===== src/rtl/param_updown_counter.sv =====
// param_updown_counter
//  General-purpose up/down counter primitive for the game datapath:
//  programmable modulus, parallel load, synchronous and asynchronous
//  clear, dual count enables (CTP local, CTT cascade) and a ripple carry
//  out so that several instances chain into wider or mixed-radix counters.
//  Q, TC_PULSE and OVF are registered; RCO is combinational so that a
//  cascade settles within one clock period.
module param_updown_counter #(
  parameter int WIDTH   = 4,
  parameter int MODULUS = 16,
  parameter bit WRAP    = 1'b1
) (
  input  logic             CP,
  input  logic             CRbar,
  input  logic             SCLRbar,
  input  logic             LDbar,
  input  logic             CTP,
  input  logic             CTT,
  input  logic             UD,
  input  logic [WIDTH-1:0] D,
  output logic [WIDTH-1:0] Q,
  output logic             RCO,
  output logic             TC_PULSE,
  output logic             OVF
);

  // Largest legal count, all-zero value and unit step, sized to the counter.
  localparam logic [WIDTH-1:0] MAX_Q  = WIDTH'(MODULUS - 1);
  localparam logic [WIDTH-1:0] ZERO_Q = {WIDTH{1'b0}};
  localparam logic [WIDTH-1:0] ONE_Q  = WIDTH'(32'd1);
  // Modulus carried one bit wider so MODULUS == 2**WIDTH stays representable.
  localparam logic [WIDTH:0]   MOD_EXT = (WIDTH + 1)'(MODULUS);

  logic [WIDTH-1:0] q_r;
  logic             tc_r;
  logic             ovf_r;

  logic [WIDTH-1:0] term_s;
  logic             oob_s;
  logic             at_term_s;
  logic             en_s;
  logic [WIDTH-1:0] load_val_s;
  logic [WIDTH-1:0] q_nxt_s;
  logic             tc_nxt_s;
  logic             ovf_nxt_s;

  // Terminal value for the current direction, range checks and clamped load data.
  always_comb begin
    term_s    = UD ? MAX_Q : ZERO_Q;
    // An out-of-range Q can only come from X-propagation; treat it as terminal
    // so an enabled edge pulls it back into range instead of stepping past it.
    oob_s     = ({1'b0, q_r} >= MOD_EXT);
    at_term_s = (q_r == term_s) || oob_s;
    en_s      = CTP & CTT;
    if ({1'b0, D} >= MOD_EXT) begin
      load_val_s = MAX_Q;
    end else begin
      load_val_s = D;
    end
  end

  // Prioritised next-state: sync clear, load, count, terminal handling, hold.
  always_comb begin
    q_nxt_s   = q_r;
    tc_nxt_s  = 1'b0;
    ovf_nxt_s = ovf_r;
    if (!SCLRbar) begin
      q_nxt_s   = ZERO_Q;
      ovf_nxt_s = 1'b0;
    end else if (!LDbar) begin
      q_nxt_s = load_val_s;
    end else if (en_s) begin
      if (at_term_s) begin
        tc_nxt_s  = 1'b1;
        ovf_nxt_s = 1'b1;
        if (WRAP) begin
          q_nxt_s = UD ? ZERO_Q : MAX_Q;
        end else begin
          q_nxt_s = q_r;
        end
      end else if (UD) begin
        // Not terminal, so q_r < MAX_Q and the step cannot leave the range.
        q_nxt_s = q_r + ONE_Q;
      end else begin
        q_nxt_s = q_r - ONE_Q;
      end
    end else begin
      q_nxt_s = q_r;
    end
  end

  // State registers with asynchronous active-low clear.
  always_ff @(posedge CP or negedge CRbar) begin
    if (!CRbar) begin
      q_r   <= ZERO_Q;
      tc_r  <= 1'b0;
      ovf_r <= 1'b0;
    end else begin
      q_r   <= q_nxt_s;
      tc_r  <= tc_nxt_s;
      ovf_r <= ovf_nxt_s;
    end
  end

  // Ripple carry ignores CTP and tracks UD combinationally for cascading.
  assign RCO      = CTT & (q_r == term_s);
  assign Q        = q_r;
  assign TC_PULSE = tc_r;
  assign OVF      = ovf_r;

endmodule


===== config.mk =====
export PLATFORM = sky130hd
export DESIGN_NAME = param_updown_counter
export DESIGN_NICKNAME = d
export VERILOG_FILES = /design/src/rtl/param_updown_counter.sv
export SDC_FILE = /design/constraint.sdc
export NUM_CORES = 1
export LEC_CHECK = 0
export BUFFER_PORTS_ARGS = -buffer_cell sky130_fd_sc_hd__buf_2
export CAP_MARGIN = 20
export CORE_UTILIZATION = 30
export CTS_BUF_LIST = sky130_fd_sc_hd__clkbuf_4
export DETAILED_ROUTE_END_ITERATION = 10
export PLACE_DENSITY_LB_ADDON = 0.2
export REMOVE_ABC_BUFFERS = 1
export SLEW_MARGIN = 30
export SYNTH_ARGS = -nofsm -noshare
export SYNTH_HDL_FRONTEND = slang
export SYNTH_SLANG_ARGS = --single-unit

===== constraint.sdc =====
create_clock -name CP -period 5.4 [get_ports CP]
set_input_delay 0.54 -clock CP [delete_from_list [all_inputs] [get_ports CP]]
set_output_delay 0.54 -clock CP [all_outputs]
set_load 0.02 [all_outputs]

==> impl_metrics.xml <==
<?xml version="1.0" encoding="UTF-8"?>
<metrics>
  <group name="power_and_ir_drop">
    <metric name="p_leak" unit="nW">0.307</metric>
    <metric name="powerDensity" unit="mW/mm^2">222</metric>
    <metric name="vdd_ir_drop_max" unit="V">0.000157</metric>
  </group>
  <group name="cells_and_area">
    <metric name="multi_input_area" unit="sq um">318</metric>
    <metric name="layout.nets" unit="">91</metric>
    <metric name="seq_area" unit="sq um">150</metric>
    <metric name="stdcell_area" unit="sq um">611</metric>
    <metric name="ratio_of_cells_with_drive_above_1_in_the_final_layout" unit="%">32.0</metric>
    <metric name="antenna_cells" unit="">0</metric>
    <metric name="fillCellCount" unit="">166</metric>
    <metric name="flow.area_growth_from_synthesis" unit="%">17.3</metric>
  </group>
  <group name="timing">
    <metric name="worst_tran_pin_value" unit="ns">0.323</metric>
    <metric name="hold_violations" unit="">0</metric>
    <metric name="final_max_slew_viol_count" unit="">0</metric>
    <metric name="clock_skew" unit="ns">0.00296</metric>
    <metric name="period_share" unit="%">42.3</metric>
    <metric name="fin_setup_tns" unit="ns">0</metric>
    <metric name="rsz_0062_raised_after_global_routing" unit="">false</metric>
    <metric name="slew_headroom" unit="%">78.4</metric>
    <metric name="clock.fmax" unit="MHz">437</metric>
    <metric name="finalSetupViolCount" unit="">0</metric>
    <metric name="min_period" unit="ns">2.29</metric>
  </group>
  <group name="drt">
    <metric name="initialDrtViolationCount" unit="">7</metric>
    <metric name="drt.antenna.violating_nets" unit="">0</metric>
    <metric name="num_vias" unit="">487</metric>
    <metric name="detail_route.wl_per_cell" unit="microns">12.1</metric>
    <metric name="route.final.wire_length" unit="microns">1110</metric>
    <metric name="detail_route.vias_per_cell" unit="">5.35</metric>
    <metric name="drt-pass1-iter-count" unit="">7</metric>
    <metric name="remaining_drc_errors" unit="">1</metric>
  </group>
  <group name="run">
    <metric name="cap_viol_max_count" unit="">0</metric>
  </group>
  <group name="grt">
    <metric name="initial_antenna_violation_count" unit="">0</metric>
    <metric name="grt_first_pass_wirelength" unit="microns">1940</metric>
    <metric name="via_count_of_the_first_global_routing_pass" unit="">433</metric>
    <metric name="grtUsageTotal" unit="%">14.2</metric>
    <metric name="maximum_number_of_pins_on_one_net_before_global_route_repair" unit="">11</metric>
    <metric name="grt_remaining_overflow" unit="">0</metric>
  </group>
  <group name="critical_path">
    <metric name="crit_family" unit="">adder cells</metric>
    <metric name="cp_data_required_time" unit="ns">4.86</metric>
    <metric name="worst_setup_sp_type" unit="">primary input</metric>
    <metric name="r2r_start" unit="">Q[0]</metric>
    <metric name="cpMostUsedCell" unit="">sky130_fd_sc_hd__buf_2</metric>
    <metric name="r2r_setup_slack" unit="ns">3.51</metric>
    <metric name="worstReg2RegEnd" unit="">Q[1]</metric>
    <metric name="cpMaxStageDelayCell" unit="">sky130_fd_sc_hd__ha_1</metric>
    <metric name="path_class" unit="">primary input to primary output</metric>
    <metric name="buffers_inverters_on_critical_path" unit="">3</metric>
    <metric name="critPathCaptureType" unit="">primary output</metric>
    <metric name="crit_arrival" unit="ns">1.75</metric>
    <metric name="worstPathCellList" unit="">buf_2 -&gt; inv_1 -&gt; ha_1 -&gt; o211ai_1 -&gt; nor2_1 -&gt; buf_2</metric>
    <metric name="cp_slowest_stage_delay" unit="ns">0.45</metric>
    <metric name="worstRegToRegCells" unit="">5</metric>
    <metric name="crit_path_max_fanout" unit="">10</metric>
  </group>
  <group name="synth">
    <metric name="synth_compound_area_share" unit="%">27.2</metric>
    <metric name="ys.flop_type" unit="">sky130_fd_sc_hd__dfrtp_1</metric>
    <metric name="synth-async-reset-ratio" unit="%">100</metric>
    <metric name="ys_ff_latch" unit="">6</metric>
    <metric name="synth_area_leaders" unit="">sky130_fd_sc_hd__dfrtp_1 (29%), sky130_fd_sc_hd__ha_1 (4.8%), sky130_fd_sc_hd__a211oi_1 (4.3%)</metric>
    <metric name="synth_cell_types" unit="">29</metric>
    <metric name="post_synth_mux_area_share" unit="%">2.16</metric>
    <metric name="synth-xor-area-share" unit="%">3.37</metric>
    <metric name="synth_top_family_by_area" unit="">compound AO/OA/AOI/OAI gates</metric>
    <metric name="synth_enable_flop_cells" unit="">0</metric>
    <metric name="yosysTopAreaCellShare" unit="%">28.8</metric>
    <metric name="yosysWarningCount" unit="">0</metric>
    <metric name="avgSynthCellArea" unit="sq um">8.67</metric>
    <metric name="synth-simple-area-share" unit="%">19.7</metric>
    <metric name="synth_seq_area_share" unit="%">28.8</metric>
    <metric name="synthesis.instances" unit="">60</metric>
    <metric name="mappedNetlistArea" unit="sq um">520</metric>
    <metric name="synth_top_cell_by_area" unit="">sky130_fd_sc_hd__dfrtp_1</metric>
    <metric name="post_synth_fa_ha_maj_area_fraction" unit="%">8.65</metric>
    <metric name="synthMostInstantiatedCell" unit="">sky130_fd_sc_hd__dfrtp_1</metric>
    <metric name="synth_commonest_cells" unit="">sky130_fd_sc_hd__dfrtp_1 (6), sky130_fd_sc_hd__nor2_1 (5), sky130_fd_sc_hd__inv_1 (4), sky130_fd_sc_hd__nand2_1 (4), sky130_fd_sc_hd__nand3_1 (4)</metric>
  </group>
  <group name="clock_tree">
    <metric name="h-tree-depth" unit="">1</metric>
    <metric name="cts.hold.buffers_added" unit="">0</metric>
    <metric name="number_of_sinks_on_the_clock_net" unit="">6</metric>
    <metric name="cts_resized" unit="">0</metric>
    <metric name="numCtsBuffers" unit="">3</metric>
    <metric name="clk-insertion-delay-late" unit="ns">0.24</metric>
    <metric name="clock_transition_at_the_registers_of_the_reported_paths" unit="ns">0.04</metric>
    <metric name="setup_bufs_post_cts" unit="">0</metric>
    <metric name="ctsRootBufferMaster" unit="">sky130_fd_sc_hd__clkbuf_4</metric>
    <metric name="clockBufferDepth" unit="">2</metric>
    <metric name="cts_tree" unit="">done</metric>
  </group>
  <group name="placement">
    <metric name="dp_hpwl" unit="microns">904</metric>
    <metric name="gpl.final_weighted_congestion" unit="">0.769</metric>
    <metric name="dpl_cell_area" unit="sq um">588</metric>
    <metric name="count_of_port_buffers_added_during_placement" unit="">17</metric>
  </group>
  <group name="die">
    <metric name="core-area" unit="sq mm">0.00156</metric>
    <metric name="floorplan.initialDensity" unit="%">33.4</metric>
    <metric name="floorplan.die_area" unit="sq mm">0.00191</metric>
    <metric name="number_of_top_level_pins" unit="">18</metric>
    <metric name="core.rowCount" unit="">14</metric>
    <metric name="floorplan.die.width" unit="microns">43.7</metric>
    <metric name="floorplan.die.height" unit="microns">43.7</metric>
  </group>
  <group name="status">
    <metric name="status" unit="">finished, violations left</metric>
    <metric name="failed_checks" unit="">design-rule violations</metric>
  </group>
  <group name="min_path">
    <metric name="worstHoldPathType" unit="">primary input to async pin</metric>
  </group>
</metrics>
==> where the power goes <==
part	internal [mW]	total (mW)	leakage [nW]	switching, mW
Clock	0.0250	0.0391	0.0138	0.0141
Combinational	0.0192	0.0440	0.213	0.0248
Sequential	0.0477	0.0525	0.0803	0.00483
==> cells by family after synthesis <==
kind of cell | after synthesis
AOI/OAI and AO/OA | 19
xor gates and xnor gates | 2
adders and majority gates | 3
buffers and inverters | 9
DFF | 6
muxes | 1
and+or+nand+nor | 20
==> metal layers <==
metal / share of wire, % / global-route usage [%] / routed length, microns / up-vias
met5: 0 / 0 / 0 / -
met4: 0 / 1.88 / 0 / 0
met3: 6.2 / 7.50 / 69 / 0
met2: 48 / 21.8 / 525 / 12
met1: 46 / 18.0 / 510 / 219
li1: - / - / - / 256
==> flip-flops by register name, indices dropped and copies added, names as in the netlist <==
signal	flops
Q	4
OVF	1
TC_PULSE	1
==> through the flow <==
stage                     util [%]  hold WS, ns  setup WS [ns]  total power, mW  instances
after global routing          39.2        0.113           3.01            0.147         91
after global placement        37.7        0.372           3.14           0.0973         88
after CTS                     39.2        0.111           3.10            0.139         91
after floorplan                  -        0.244           3.40           0.0814         55
after detailed placement      37.7        0.372           3.10           0.0976         88
final                         39.2        0.117           3.11            0.136         91
==> worst register-to-register path: stages, from the launching register on <==
cell and delay (ns):
sky130_fd_sc_hd__dfrtp_1 0.48, sky130_fd_sc_hd__fa_1 0.60, sky130_fd_sc_hd__inv_1 0.06, sky130_fd_sc_hd__o21ai_2 0.11, sky130_fd_sc_hd__or3b_1 0.36, sky130_fd_sc_hd__a31oi_1 0.19
==> cells in the final DEF (no fill, tap or decap) <==
master                     synthesis  routed
sky130_fd_sc_hd__o211ai_1          1       1
sky130_fd_sc_hd__nor2_1            5       5
sky130_fd_sc_hd__nor3_1            2       2
sky130_fd_sc_hd__and3_1            1       1
sky130_fd_sc_hd__xor2_1            1       1
sky130_fd_sc_hd__o311a_1           1       1
sky130_fd_sc_hd__a21oi_1           2       2
sky130_fd_sc_hd__buf_2             3      17
sky130_fd_sc_hd__nand2_1           4       4
sky130_fd_sc_hd__a31oi_1           3       3
sky130_fd_sc_hd__a32o_1            2       2
sky130_fd_sc_hd__dfrtp_1           6       6
sky130_fd_sc_hd__xnor2_1           1       1
sky130_fd_sc_hd__fa_1              1       1
sky130_fd_sc_hd__nand4_1           1       1
sky130_fd_sc_hd__o21ai_2           1       1
sky130_fd_sc_hd__a211oi_1          3       3
sky130_fd_sc_hd__o21a_1            2       2
sky130_fd_sc_hd__or2_2             1       1
sky130_fd_sc_hd__o211a_1           1       1
sky130_fd_sc_hd__and4_4            1       1
sky130_fd_sc_hd__o21ai_0           2       2
sky130_fd_sc_hd__nand3_1           4       4
sky130_fd_sc_hd__mux2_2            1       1
sky130_fd_sc_hd__or3b_1            1       1
sky130_fd_sc_hd__clkbuf_4          0       3
sky130_fd_sc_hd__inv_1             4       4
sky130_fd_sc_hd__a41oi_1           1       1
sky130_fd_sc_hd__ha_1              2       2
==> layout make-up <==
type | instances | area share [%]
multi-input combinational | 45 | 52.0
sequential | 6 | 24.6
timing repair buffer | 17 | 13.9
clock buffer | 3 | 3.69
tap | 16 | 3.28
inverter | 4 | 2.46
==> worst max path at each step <==
stage          start  endpoint  slack (ns)  depth (start not counted)
5_1_grt           UD       RCO        3.01                          6
3_3_place_gp      UD       RCO        3.14                          6
4_1_cts           UD       RCO        3.10                          6
2_1_floorplan     UD       RCO        3.40                          4
3_5_place_dp      UD       RCO        3.10                          6
6_report          UD       RCO        3.11                          6
(Power assumes the default switching activity.)
